**config.mk**
```make
export PLATFORM = sky130hd
export DESIGN_NAME = grant_burst_mux
export DESIGN_NICKNAME = d
export VERILOG_FILES = /design/src/rtl/grant_burst_pkg.sv /design/src/rtl/grant_burst_mux_onehot_encoder.sv /design/src/rtl/grant_burst_mux.sv
export SDC_FILE = /design/constraint.sdc
export NUM_CORES = 1
export LEC_CHECK = 0
export ABC_AREA = 0
export BUFFER_PORTS_ARGS = -buffer_cell sky130_fd_sc_hd__buf_2
export CORE_AREA = 2 2 75 77
export DETAILED_ROUTE_END_ITERATION = 10
export DIE_AREA = 0 0 77 79
export PLACE_DENSITY_LB_ADDON = 0.2
export SETUP_SLACK_MARGIN = 0.5
export SLEW_MARGIN = 30
export SYNTH_ARGS = -nofsm -noshare
export SYNTH_HDL_FRONTEND = slang
export SYNTH_SLANG_ARGS = --single-unit
```
**constraint.sdc**
```tcl
create_clock -name clk -period 4.5 [get_ports clk]
set_clock_uncertainty 0.1 [all_clocks]
set_input_delay 0.45 -clock clk [delete_from_list [all_inputs] [get_ports clk]]
set_output_delay 0.45 -clock clk [all_outputs]
set_load 0.005 [all_outputs]
```
**src/rtl/grant_burst_pkg.sv**
```systemverilog
// ============================================================================
// grant_burst_pkg : shared state encoding and one-hot helpers for grant_burst_mux
// Revision: 1.0
// ============================================================================
`default_nettype none

package grant_burst_pkg;

  localparam int MAX_REQ = 32;

  typedef enum logic [0:0] {
    IDLE = 1'b0,
    XFER = 1'b1
  } state_e;

  // Lowest set bit wins; returns 0 for an all-zero vector.
  function automatic int unsigned onehot_to_idx(input logic [MAX_REQ-1:0] v);
    int unsigned idx;
    idx = 0;
    for (int i = MAX_REQ - 1; i >= 0; i--) begin
      if (v[i]) idx = i;
    end
    return idx;
  endfunction

  function automatic logic is_onehot(input logic [MAX_REQ-1:0] v);
    return (v != '0) && ((v & (v - 1'b1)) == '0);
  endfunction

endpackage

`default_nettype wire

```
**src/rtl/grant_burst_mux_onehot_encoder.sv**
```systemverilog
// ============================================================================
// onehot_encoder : grant vector to index, with any-bit-set and multi-bit flags
// Revision: 1.0
// ============================================================================
`default_nettype none

module onehot_encoder
  import grant_burst_pkg::*;
#(
  parameter int N     = 4,
  parameter int IDX_W = (N > 1) ? $clog2(N) : 1
) (
  input  logic [N-1:0]     i_vec,
  output logic [IDX_W-1:0] o_idx,
  output logic             o_valid,
  output logic             o_multi
);

  logic [MAX_REQ-1:0] w_vec;

  assign w_vec   = MAX_REQ'(i_vec);
  assign o_idx   = IDX_W'(onehot_to_idx(w_vec));
  assign o_valid = |i_vec;
  assign o_multi = o_valid && !is_onehot(w_vec);

endmodule

`default_nettype wire

```
**src/rtl/grant_burst_mux.sv**
```systemverilog
// ============================================================================
// grant_burst_mux : locks an arbiter grant for a multi-beat burst and muxes
//                   the owner's payload onto one valid/ready channel.
// Optional macro : GRANT_ONEHOT_CHECK_EN (reject non-one-hot grants, grant_err)
// Revision: 1.0
// ============================================================================
`default_nettype none

module grant_burst_mux
  import grant_burst_pkg::*;
#(
  parameter int REQUESTERS = 4,
  parameter int DATA_W     = 32,
  parameter int MAX_BEATS  = 16,
  parameter int BEAT_W     = $clog2(MAX_BEATS),
  parameter int IDX_W      = (REQUESTERS > 1) ? $clog2(REQUESTERS) : 1
) (
  input  logic                         clk,
  input  logic                         reset,
  input  logic [REQUESTERS-1:0]        chosen,
  input  logic [REQUESTERS*DATA_W-1:0] req_data,
  input  logic [REQUESTERS*BEAT_W-1:0] req_beats,
  output logic [REQUESTERS-1:0]        req_pop,
  output logic                         out_valid,
  input  logic                         out_ready,
  output logic [DATA_W-1:0]            out_data,
  output logic [IDX_W-1:0]             out_id,
  output logic                         out_last,
  output logic                         busy,
  output logic                         done,
`ifdef GRANT_ONEHOT_CHECK_EN
  output logic                         grant_err,
`endif
  output logic                         grant_drop
);

  state_e            r_state, w_state_n;
  logic [IDX_W-1:0]  r_owner, w_owner_n;
  logic [BEAT_W-1:0] r_beats_left, w_beats_n;
  logic              r_done, w_done_n;
  logic              r_drop, w_drop_n;
  logic              r_err, w_err_n;

  logic [IDX_W-1:0]  w_enc_idx;
  logic              w_enc_valid;
  logic              w_enc_multi;
  logic              w_start;
  logic              w_busy;
  logic              w_hs;

  onehot_encoder #(
    .N     (REQUESTERS),
    .IDX_W (IDX_W)
  ) u_enc (
    .i_vec   (chosen),
    .o_idx   (w_enc_idx),
    .o_valid (w_enc_valid),
    .o_multi (w_enc_multi)
  );

  assign w_busy = (r_state == XFER);
  assign w_hs   = w_busy && out_ready;

  always_ff @(posedge clk or posedge reset) begin
    if (reset) begin
      r_state      <= IDLE;
      r_owner      <= '0;
      r_beats_left <= '0;
      r_done       <= 1'b0;
      r_drop       <= 1'b0;
      r_err        <= 1'b0;
    end else begin
      r_state      <= w_state_n;
      r_owner      <= w_owner_n;
      r_beats_left <= w_beats_n;
      r_done       <= w_done_n;
      r_drop       <= w_drop_n;
      r_err        <= w_err_n;
    end
  end

  always_comb begin
    w_state_n = r_state;
    w_owner_n = r_owner;
    w_beats_n = r_beats_left;
    w_done_n  = 1'b0;
    w_drop_n  = 1'b0;
    w_err_n   = 1'b0;
    w_start   = 1'b0;
    unique case (r_state)
      IDLE: begin
`ifdef GRANT_ONEHOT_CHECK_EN
        w_start = w_enc_valid && !w_enc_multi;
        w_err_n = w_enc_multi;
`else
        w_start = w_enc_valid;
`endif
        if (w_start) begin
          w_owner_n = w_enc_idx;
          w_beats_n = req_beats[w_enc_idx*BEAT_W +: BEAT_W];
          w_state_n = XFER;
        end
      end
      XFER: begin
        w_drop_n = |chosen;
        if (w_hs) begin
          // Final beat leaves beats_left at 0 rather than wrapping.
          if (r_beats_left == '0) begin
            w_state_n = IDLE;
            w_done_n  = 1'b1;
          end else begin
            w_beats_n = r_beats_left - 1'b1;
          end
        end
      end
      default: w_state_n = IDLE;
    endcase
  end

  // Data is gated so every output reads zero outside a burst, including reset.
  assign out_valid  = w_busy;
  assign out_data   = w_busy ? req_data[r_owner*DATA_W +: DATA_W] : '0;
  assign out_id     = w_busy ? r_owner : '0;
  assign out_last   = w_busy && (r_beats_left == '0);
  assign req_pop    = w_hs ? (REQUESTERS'(1) << r_owner) : '0;
  assign busy       = w_busy;
  assign done       = r_done;
  assign grant_drop = r_drop;

`ifdef GRANT_ONEHOT_CHECK_EN
  assign grant_err = r_err;

  always @(posedge clk) begin
    if (!reset && r_state == IDLE) begin
      a_grant_onehot: assert (!w_enc_multi);
    end
  end
`else
  logic w_unused;
  assign w_unused = r_err ^ w_enc_multi;
`endif

endmodule

`default_nettype wire

```
==> metrics.txt, run 1 <==
status complete, no violations; setup violators final 0; asr flop ratio synth between 90% and 100%; Synth Register Bits 9; Worst R2R Setup Slack 2570 ps; Rel. slew slack between 50% and 60%; drt pass-1 iters 4; Syn Nets 292; post-synthesis sequential area ratio between 10% and 20%; Placement Cell Area 2640 um2; Starting Density 30.5%; number of synthesized flops with an enable pin 0; max cap viols 0; worst hold slack 78.8 ps; worst skew pair latency 230 ps; Power per Cell Area 289 nW/um2; worst hold path type input port to async pin; FF-to-FF path depth 7; crit share post-route 55.4%; CTS Buf Count 3; Netlist cell types 31; CTS Buffer Depth 2; Reg clk slew, reported paths 40 ps; maximum clock rate around 400 MHz; fillers 529; row count 27; final instance area about 2700 um2; synthesized area roughly 1600 um2; TNS Setup 0 ps; Die Width 77 um; multi-input logic area 1320 um2; routed len/inst 15.3 um; initial drt markers 31; CP Max Fanout 33; crit end category output pin; WP data required 3950 ps; Finished Core Util 50.4%; Cells after Synth 139; commonest non-fill, non-tap cells in the layout buf_2 (193), and2_1 (35), mux4_2 (35); Die H 79 um; clk sinks 9; syn avg cell area 11.7 um2; initial antenna violation count 0; Post-CTS Setup Bufs 0; Most used DFF post-synth dfrtp_1; post-synth top area share 48.5%; # DRC 0; largest net degree at the start of global routing 34; post_cts resized 0; Yosys top cell by area mux4_2; Slew @ Worst Pin ~650 ps; synth top area cells mux4_2 (48%), dfrtp_1 (14%), and2_1 (13%), nor2_1 (1.8%), a2bb2oi_4 (1.6%); kind of critical path register to output pin; IO Port Bufs 193; total gr overflow 0; antenna cell count 0; vias in the first global route 1891; final WL 6110 um; hpwl dp 5200 um; Routed Antenna Nets 0; TritonCTS clock tree yes; unrepaired setup endpoints after global routing no; total global-route track usage 19.6%; clk root buf clkbuf_8; first-pass GRT wire length 9500 um; cts hold-fix bufs 0; die area 6080 um2; IO Pins 194; H-tree Lvls 1; Max Slew Vio Count 0; FF-to-FF Start r_beats_left[0]; core area 5340 um2; area growth from synthesis to layout 65.4%; nets@finish 480; DR vias/cell a little under 5; fin cells between 300 and 400; Crit. Startpoint r_owner[0]; IR Drop Worst-Case VDD 252 uV; FF/Latch Area 229 um2; Cell Count Post-Placement 394; post-route minimum period 2490 ps; crit path launch type register; R2R Path End r_beats_left[3]; synthesis warning total 0; Final Wtd Congestion approximately 0.76; leakage power approximately 1.3 nW; fraction of layout cells with a size suffix above 1 74.8%; CP arrival a little under 2000 ps; final hold viol count 0; critical path endpoint out_data[31]; commonest non-fill, non-tap cell in the layout buf_2; via count 1931
==> worst min path at each step <==
stage               start              end  slack [ps]  cells past startpoint
finish              reset  r_beats_left[2]          80                      2
global route        reset  r_beats_left[2]         110                      2
CTS                 reset  r_beats_left[0]          90                      2
detailed placement  reset       grant_drop         340                      2
global placement    reset             busy         320                      2
floorplan           reset             busy         180                      1
==> where the power goes <==
| part | leakage (nW) | internal (mW) | switching (mW) | total (mW) |
|---|---|---|---|---|
| clock | 0.0228 | 0.0615 | 0.0299 | 0.0915 |
| sequential | 0.0996 | 0.101 | 0.0713 | 0.172 |
| combinational | 1.20 | 0.351 | 0.163 | 0.514 |
| total | 1.32 | 0.513 | 0.264 | 0.778 |
==> cell type report <==
class,instances,share of cell area (%)
multi-input cells,113,49.1
repair buffers,196,36.8
flip-flops and latches,9,8.52
well taps,72,3.35
clock buffers,4,1.68
inverters,4,0.558
==> critical path, stage by stage (launching register included) <==
cell	delay (ps)
dfrtp_4	810
mux4_2	580
and2_1	170
buf_2	130
==> layer usage <==
metal,wire (um),GRT usage [%],up-vias
met2,3280,36.5,97
met4,132,6.07,0
li1,-,-,916
met5,0,0,-
met1,2260,22.7,908
met3,431,3.75,10
==> synth_stat cells (all sizes together), types with 2 or more instances <==
cell type and number:
and2 35, mux4 35, dfrtp 9, nor2 8, buf 7, clkbuf 6, a21oi 4, inv 4
nand2 4, o21ai 4, nor3 3, a22oi 2, ha 2, mux2i 2, nand3 2
==> metrics by stage <==
step	worst slack (ps)	power (mW)
after global placement	1970	0.688
after detailed placement	2220	0.697
after CTS	1960	0.791
after floorplan	2480	0.503
final	2010	0.778
after global routing	1870	0.848
==> state kept, by name (all words and copies together), names as in the netlist <==
signal and count:
r_beats_left 4, busy 1, done 1, r_owner 2, grant_drop 1
==> logic make-up after synthesis <==
kind of cell	share of synthesized area (%)
fa+ha+maj	1.54
simple gates	21.9
compound gates	7.47
flops	13.9
mux	50.4
buf+inv	4.85
Power figures use the tool's default switching activity.
==> inputs of run 2 (changes only) <==
Settings changed: ABC_AREA 0 to 1, CORE_AREA 2 2 75 77 to 2 2 81 83, DIE_AREA 0 0 77 79 to 0 0 83 85.
Clock period 4.5 ns to 2 ns, I/O delays scaled along.
==> run 2 against run 1 <==
Net effect: worst setup slack worse by 1800 ps; combinational power grew to 5.6 times the previous value; first-iteration DRC count increased to 6.2 times the previous value; critical path type unchanged; largest power group unchanged.
==> metrics.txt, run 2 <==
Largest Register r_beats_left; # DRC 0 (unchanged); worst hold slack 186 ps (+107 ps); nets@finish 657 (+37%); WP data required 1700 ps (-2250 ps); die area 7060 um2 (+16%); Max Slew Vio Count 0 (unchanged); Rel. slew slack 76.1% (+20 points); Reg clk slew, reported paths 50 ps (about the same); TritonCTS clock tree yes; Synth Register Bits 9 (unchanged); TNS Setup 0 ps (unchanged); Most used DFF post-synth dfrtp_1; status complete, no violations; kind of critical path register to output pin; post-route minimum period approximately 1800 ps; number of synthesized flops with an enable pin 0 (unchanged); post-synthesis sequential area ratio 11.1% (-2.8 points); CP Buf/Inv Count 3 (+2); largest net degree at the start of global routing 45 (+32%); most frequent cells after synthesis nand3_1 (147), inv_1 (22), a41oi_1 (20); crit path max-delay cell type dfrtp_2; CP arrival 1460 ps (-480 ps); H-tree Lvls 1 (unchanged); row count 29 (+7.4%); hpwl dp 5940 um (+14%); Syn Nets 462 (+58%); total global-route track usage 23.7% (+4.1 points); IO Port Bufs 193 (unchanged); worst skew pair latency 240 ps (about the same); worst stage delay on the critical path 460 ps (-350 ps); crit path launch type register; Yosys top cell by area nand3_1; initial drt markers 191 (+520%); Die H 85 um (+7.6%); crit end category output pin; multiplexer share of the synthesized area 0% (-50 points); IR Drop Worst-Case VDD 507 uV (+100%); unrepaired setup endpoints after global routing yes; synth top area cells nand3_1 (36%), dfrtp_1 (11%), a41oi_2 (9.6%), a41oi_1 (8.6%), buf_6 (5.0%); largest family of logic cells by synthesized area simple AND/OR/NAND/NOR gates; drt pass-1 iters 4 (unchanged); Placement Cell Area 2980 um2 (+13%); Die Width 83 um (+7.8%); Slew @ Worst Pin 358 ps (-291 ps); max cap viols 0 (unchanged); area growth from synthesis to layout 76.0%; total gr overflow 0 (unchanged); asr flop ratio synth 100% (unchanged); synthesized area 2030 um2 (+25%); core area 6200 um2 (+16%); max reg flops 4 (unchanged); via count 3206 (+66%); most numerous cell in the Yosys netlist nand3_1; leakage power 1.69 nW (+28%); Finished Core Util 57.6% (+7.2 points); synthesis warning total 0 (unchanged); commonest non-fill, non-tap cells in the layout buf_2 (193), nand3_1 (146), a41oi_2 (22); clk root buf clkbuf_8; Power per Cell Area 950 nW/um2 (+230%); Starting Density 32.7% (+2.3 points); IO Pins 194 (unchanged); fraction of layout cells with a size suffix above 1 55.9% (-19 points); Cells after Synth 309 (+120%); DR vias/cell 5.52 (+14%); crit share post-route 88.1%; first-pass GRT wire length 14000 um (+48%); xor/xnor share of the synthesized area 0% (unchanged); setup violators final 0 (unchanged); adder-cell area share of the yosys netlist 1.23% (-0.31 points); final hold viol count 0 (unchanged); CP Max Fanout 20 (-39%); complex-gate fraction of the synthesized area 22.5% (+15 points); final WL 9430 um (+54%); clk sinks 9 (unchanged); worst hold path type input port to register; post-synth top area share 36.2% (-12 points); Netlist cell types 25 (-19%); Final Wtd Congestion 0.855 (+12%); maximum clock rate 568 MHz; worst path cell trace clkinv_4, buf_12, nand3_1, a41oi_1, buf_2; Synth Area in Simple Gates 47.1% (+25 points); fillers 587 (+11%); final instance area 3570 um2 (+33%); vias in the first global route 2925 (+55%); Routed Antenna Nets 0 (unchanged); multi-input logic area 1570 um2 (+18%); biggest regs r_beats_left (4), r_owner (2); CTS Buf Count 3 (unchanged); initial antenna violation count 1 (+1); largest delay contributor family on the critical path flip-flops; CTS Buffer Depth 2 (unchanged); syn avg cell area 6.57 um2 (-44%); commonest non-fill, non-tap cell in the layout buf_2; routed len/inst 16.2 um (+5.8%); FF/Latch Area 228 um2 (-0.55%)
-- run 2: changes by cell type after synthesis, moves of 12 or more --
| cell | change |
|---|---|
| a41oi_1 | +20 |
| a41oi_2 | +12 |
| and2_1 | -35 |
| buf_2 | +12 |
| inv_1 | +18 |
| mux4_2 | -35 |
| nand2_1 | +14 |
| nand3_1 | +145 |
-- run 2: worst paths after layout --
| kind | slack [ps] | start | depth (start not counted) | endpoint |
|---|---|---|---|---|
| worst max-delay path | 240 | r_owner[0] | 5 | out_data[10] |
| worst min-delay path | 190 | chosen[0] | 3 | grant_drop |
| worst max register to register | 520 | busy | 8 | r_beats_left[0] |
| worst min register to register | 430 | r_beats_left[3] | 2 | r_beats_left[3] |
| max in group asynchronous | 1150 | reset | 3 | r_owner[1] |
| min in group asynchronous | 360 | reset | 3 | busy |
-- run 2: metrics by stage --
step | std cells | setup slack, ps | total power, mW
6_report | 581 | 239 | 3.39
5_1_grt | 580 | 203 | 3.64
4_1_cts | 567 | 261 | 2.98
3_5_place_dp | 554 | 406 | 2.41
3_3_place_gp | 554 | 434 | 2.38
2_1_floorplan | 309 | 666 | 1.74
-- run 2: worst min-delay path: stages --
cell	delay, ps
buf_2	100
nor2_2	50
a21oi_1	120
-- run 2: logic make-up (layout without fill, tap and decap cells) --
group / count (synthesis) / after routing
buf+inv: 64 / 258
flops: 9 / 9
simple gates: 188 / 188
other cells: 0 / 1
fa+ha+maj: 2 / 2
compound gates: 46 / 46
-- run 2: what timing repair did --
| item | 4_1_cts | 5_1_grt |
|---|---|---|
| resized for setup | 15 | 27 |
| hold buffers | 1 | 0 |
| setup endpoints to repair | 37 | 40 |
| cloned | 5 | 5 |
| buffers inserted | 3 | 8 |
| hold endpoints to repair | 9 | 0 |
| pin swaps | 0 | 7 |
-- run 2: final cells by class --
| cell class | instances | area share (%) |
|---|---|---|
| diodes | 1 | 0.0700 |
| clock buffers | 4 | 1.26 |
| well taps | 77 | 2.70 |
| inverters | 28 | 3.33 |
| multi-input cells | 236 | 43.8 |
| repair buffers | 226 | 42.5 |
| flip-flops and latches | 9 | 6.37 |
-- run 2: routing by layer --
| metal | GRT usage [%] | vias up | wire, um |
|---|---|---|---|
| met1 | 29.5 | 1507 | 3880 |
| met4 | 8.49 | 0 | 263 |
| met2 | 41.7 | 139 | 4650 |
| met5 | 0 | - | 0 |
| met3 | 3.21 | 25 | 629 |
| li1 | - | 1535 | - |
-- run 2: power by group --
group          switching (mW)  internal [mW]
clock                  0.0838          0.140
combinational            1.44           1.44
sequential             0.0573          0.241
==> inputs of run 3 (changes only) <==
Settings changed: CORE_AREA 2 2 81 83 to 2 2 73 92, DIE_AREA 0 0 83 85 to 0 0 75 94, GPL_TIMING_DRIVEN from default to 0.
==> run 3 against run 2 <==
Net effect: worst hold slack better by 11 ps; register-to-register slack about the same; critical path type unchanged; clock power down 4%.
==> metrics.txt, run 3 (synthesis gave the netlist of run 2 again) <==
Finished Core Util 68.0% (+10 points); Rel. slew slack 75.7% (-0.38 points); maximum clock rate 557 MHz (-1.8%); commonest non-fill, non-tap cell in the layout buf_2; switching power 1.85 mW (+17%); Power per Cell Area 995 nW/um2 (+4.7%); FF-to-FF Start r_beats_left[0]; biggest regs r_beats_left (4), r_owner (2); post-route minimum period 1790 ps (+32.7 ps); largest net degree at the start of global routing 11 (-76%); initial antenna violation count 1 (unchanged); Die H 94 um (+11%); IO Port Bufs 193 (unchanged); multi-input logic area 1830 um2 (+17%); Slew @ Worst Pin 364 ps (+5.67 ps); Crit. Startpoint r_owner[0]; IO Pins 194 (unchanged); drt pass-1 iters 5 (+1); CTS Buffer Depth 2 (unchanged); worst path cell trace buf_6, inv_8, buf_12, buf_8, nand3_1, a41oi_2, buf_2; FF/Latch Area 225 um2 (-1.1%); hold path start chosen[1]; crit end category output pin; crit share post-route 89.7% (+1.6 points); share of total power in the clock network 5.2% (-1.4 points); crit path max-delay cell type dfrtp_1; H-tree Lvls 1 (unchanged); Starting Density 33.1% (+0.42 points); core area 6130 um2 (-1.3%); worst hold path type input port to register; final hold viol count 0 (unchanged); worst stage delay on the critical path 360 ps (-100 ps); CTS Buf Count 3 (unchanged); sw frac 44.6% (-1.9 points); max reg flops 4 (unchanged); WP data required 1700 ps (about the same); Routed Antenna Nets 0 (unchanged); max cap viols 0 (unchanged); Final Wtd Congestion 0.837 (-2.1%); final WL 10800 um (+15%); Max Slew Vio Count 0 (unchanged); worst skew pair latency 230 ps (about the same); # DRC 0 (unchanged); clk sinks 9 (unchanged); vias in the first global route 3063 (+4.7%); area growth from synthesis to layout 105%; leakage power 1.95 nW (+16%); TNS Setup 0 ps (unchanged); fraction of layout cells with a size suffix above 1 65.3% (+9.5 points); initial drt markers 170 (-11%); clk root buf clkbuf_8; routed len/inst 17.5 um (+8.0%); CP arrival 1490 ps (+30 ps); Die Width 75 um (-9.6%); die area 7050 um2 (about the same); nets@finish 685 (+4.3%); Internal 2.30 mW (+26%); setup violators final 0 (unchanged); hpwl dp 7050 um (+19%); crit path launch type register; unrepaired setup endpoints after global routing yes; Reg clk slew, reported paths 40 ps (about the same); CP Max Fanout 10 (-50%); status complete, no violations; row count 32 (+10%); total gr overflow 0 (unchanged); via count 3432 (+7.0%); IR Drop Worst-Case VDD 660 uV (+30%); DR vias/cell 5.56 (+0.80%); total global-route track usage 24.8% (+1.2 points); first-pass GRT wire length 14000 um (-0.19%); Flop pwr share 6.5% (-2.3 points); fillers 528 (-10%); Largest Register r_beats_left; TritonCTS clock tree yes; commonest non-fill, non-tap cells in the layout buf_2 (193), nand3_1 (117), a41oi_2 (31); kind of critical path register to output pin; Logic pwr share 88.3% (+3.7 points)
==> run 3: cell count changes in the layout (fill, tap and decap cells not counted), moves of 3 or more <==
cell and change:
buf_12 -3, buf_16 -3, buf_4 +5, nand3_4 +7, buf_8 +14, clkbuf_16 +4
a41oi_1 -9, buf_6 +9, nand3_2 +22, nor3_2 +3, a41oi_2 +9, nand3_1 -29
==> run 3: final timing paths <==
path / cells after the start / slack, ps / endpoint
max: 7 / 210 / out_data[14]
min: 3 / 200 / grant_drop
max reg2reg: 8 / 530 / r_beats_left[3]
min reg2reg: 2 / 420 / r_beats_left[3]
max in group asynchronous: 3 / 1160 / r_owner[0]
min in group asynchronous: 3 / 370 / busy
==> run 3: timing repair <==
action,CTS,global route
endpoints found under the hold margin,9,0
pin swaps,6,24
gates resized for setup,49,93
setup endpoints to repair,39,43
hold buffers,1,0
cloned,2,9
buffers inserted,8,5
==> run 3: per-stage QoR <==
stage	cells	setup WS (ps)	power, mW	hold slack (ps)	cell area [um2]
detailed placement	587	343	2.58	89.8	3100
finish	617	206	4.15	197	4170
global placement	587	339	2.57	84.5	3100
CTS	602	232	3.24	189	3480
global route	617	166	4.39	228	4170
floorplan	309	666	1.74	-72.1	2030
==> run 3: cell type report <==
cell class,count,area share [%]
Sequential cell,9,5.40
Tap cell,85,2.55
Inverter,28,2.88
Antenna cell,1,0.0600
Timing Repair Buffer,218,33.3
Clock buffer,4,1.08
Multi-Input combinational cell,236,43.9
Buffer,36,10.9
==> run 3: worst max-delay path: cells and delay by family, from the launching register on <==
family          cells  cell delay (ps)
flops               1              360
compound gates      1              160
buf+inv             5              610
simple gates        1              110
==> run 3: power groups by stage <==
| stage | Clock, mW | Combinational [mW] | Sequential, mW |
|---|---|---|---|
| 2_1_floorplan | 0 | 1.48 | 0.264 |
| 3_5_place_dp | 0 | 2.32 | 0.267 |
| 5_1_grt | 0.231 | 3.89 | 0.278 |
| 6_report | 0.214 | 3.66 | 0.271 |
| 4_1_cts | 0.221 | 2.76 | 0.267 |
| 3_3_place_gp | 0 | 2.30 | 0.266 |
==> run 3: layer usage <==
metal / up-vias / global-route usage, % / part of all wire [%]
met5: - / 0 / 0
met4: 0 / 9.97 / 3.6
met3: 45 / 2.90 / 8.5
met2: 210 / 45.8 / 53
met1: 1588 / 27.8 / 35
li1: 1589 / - / -
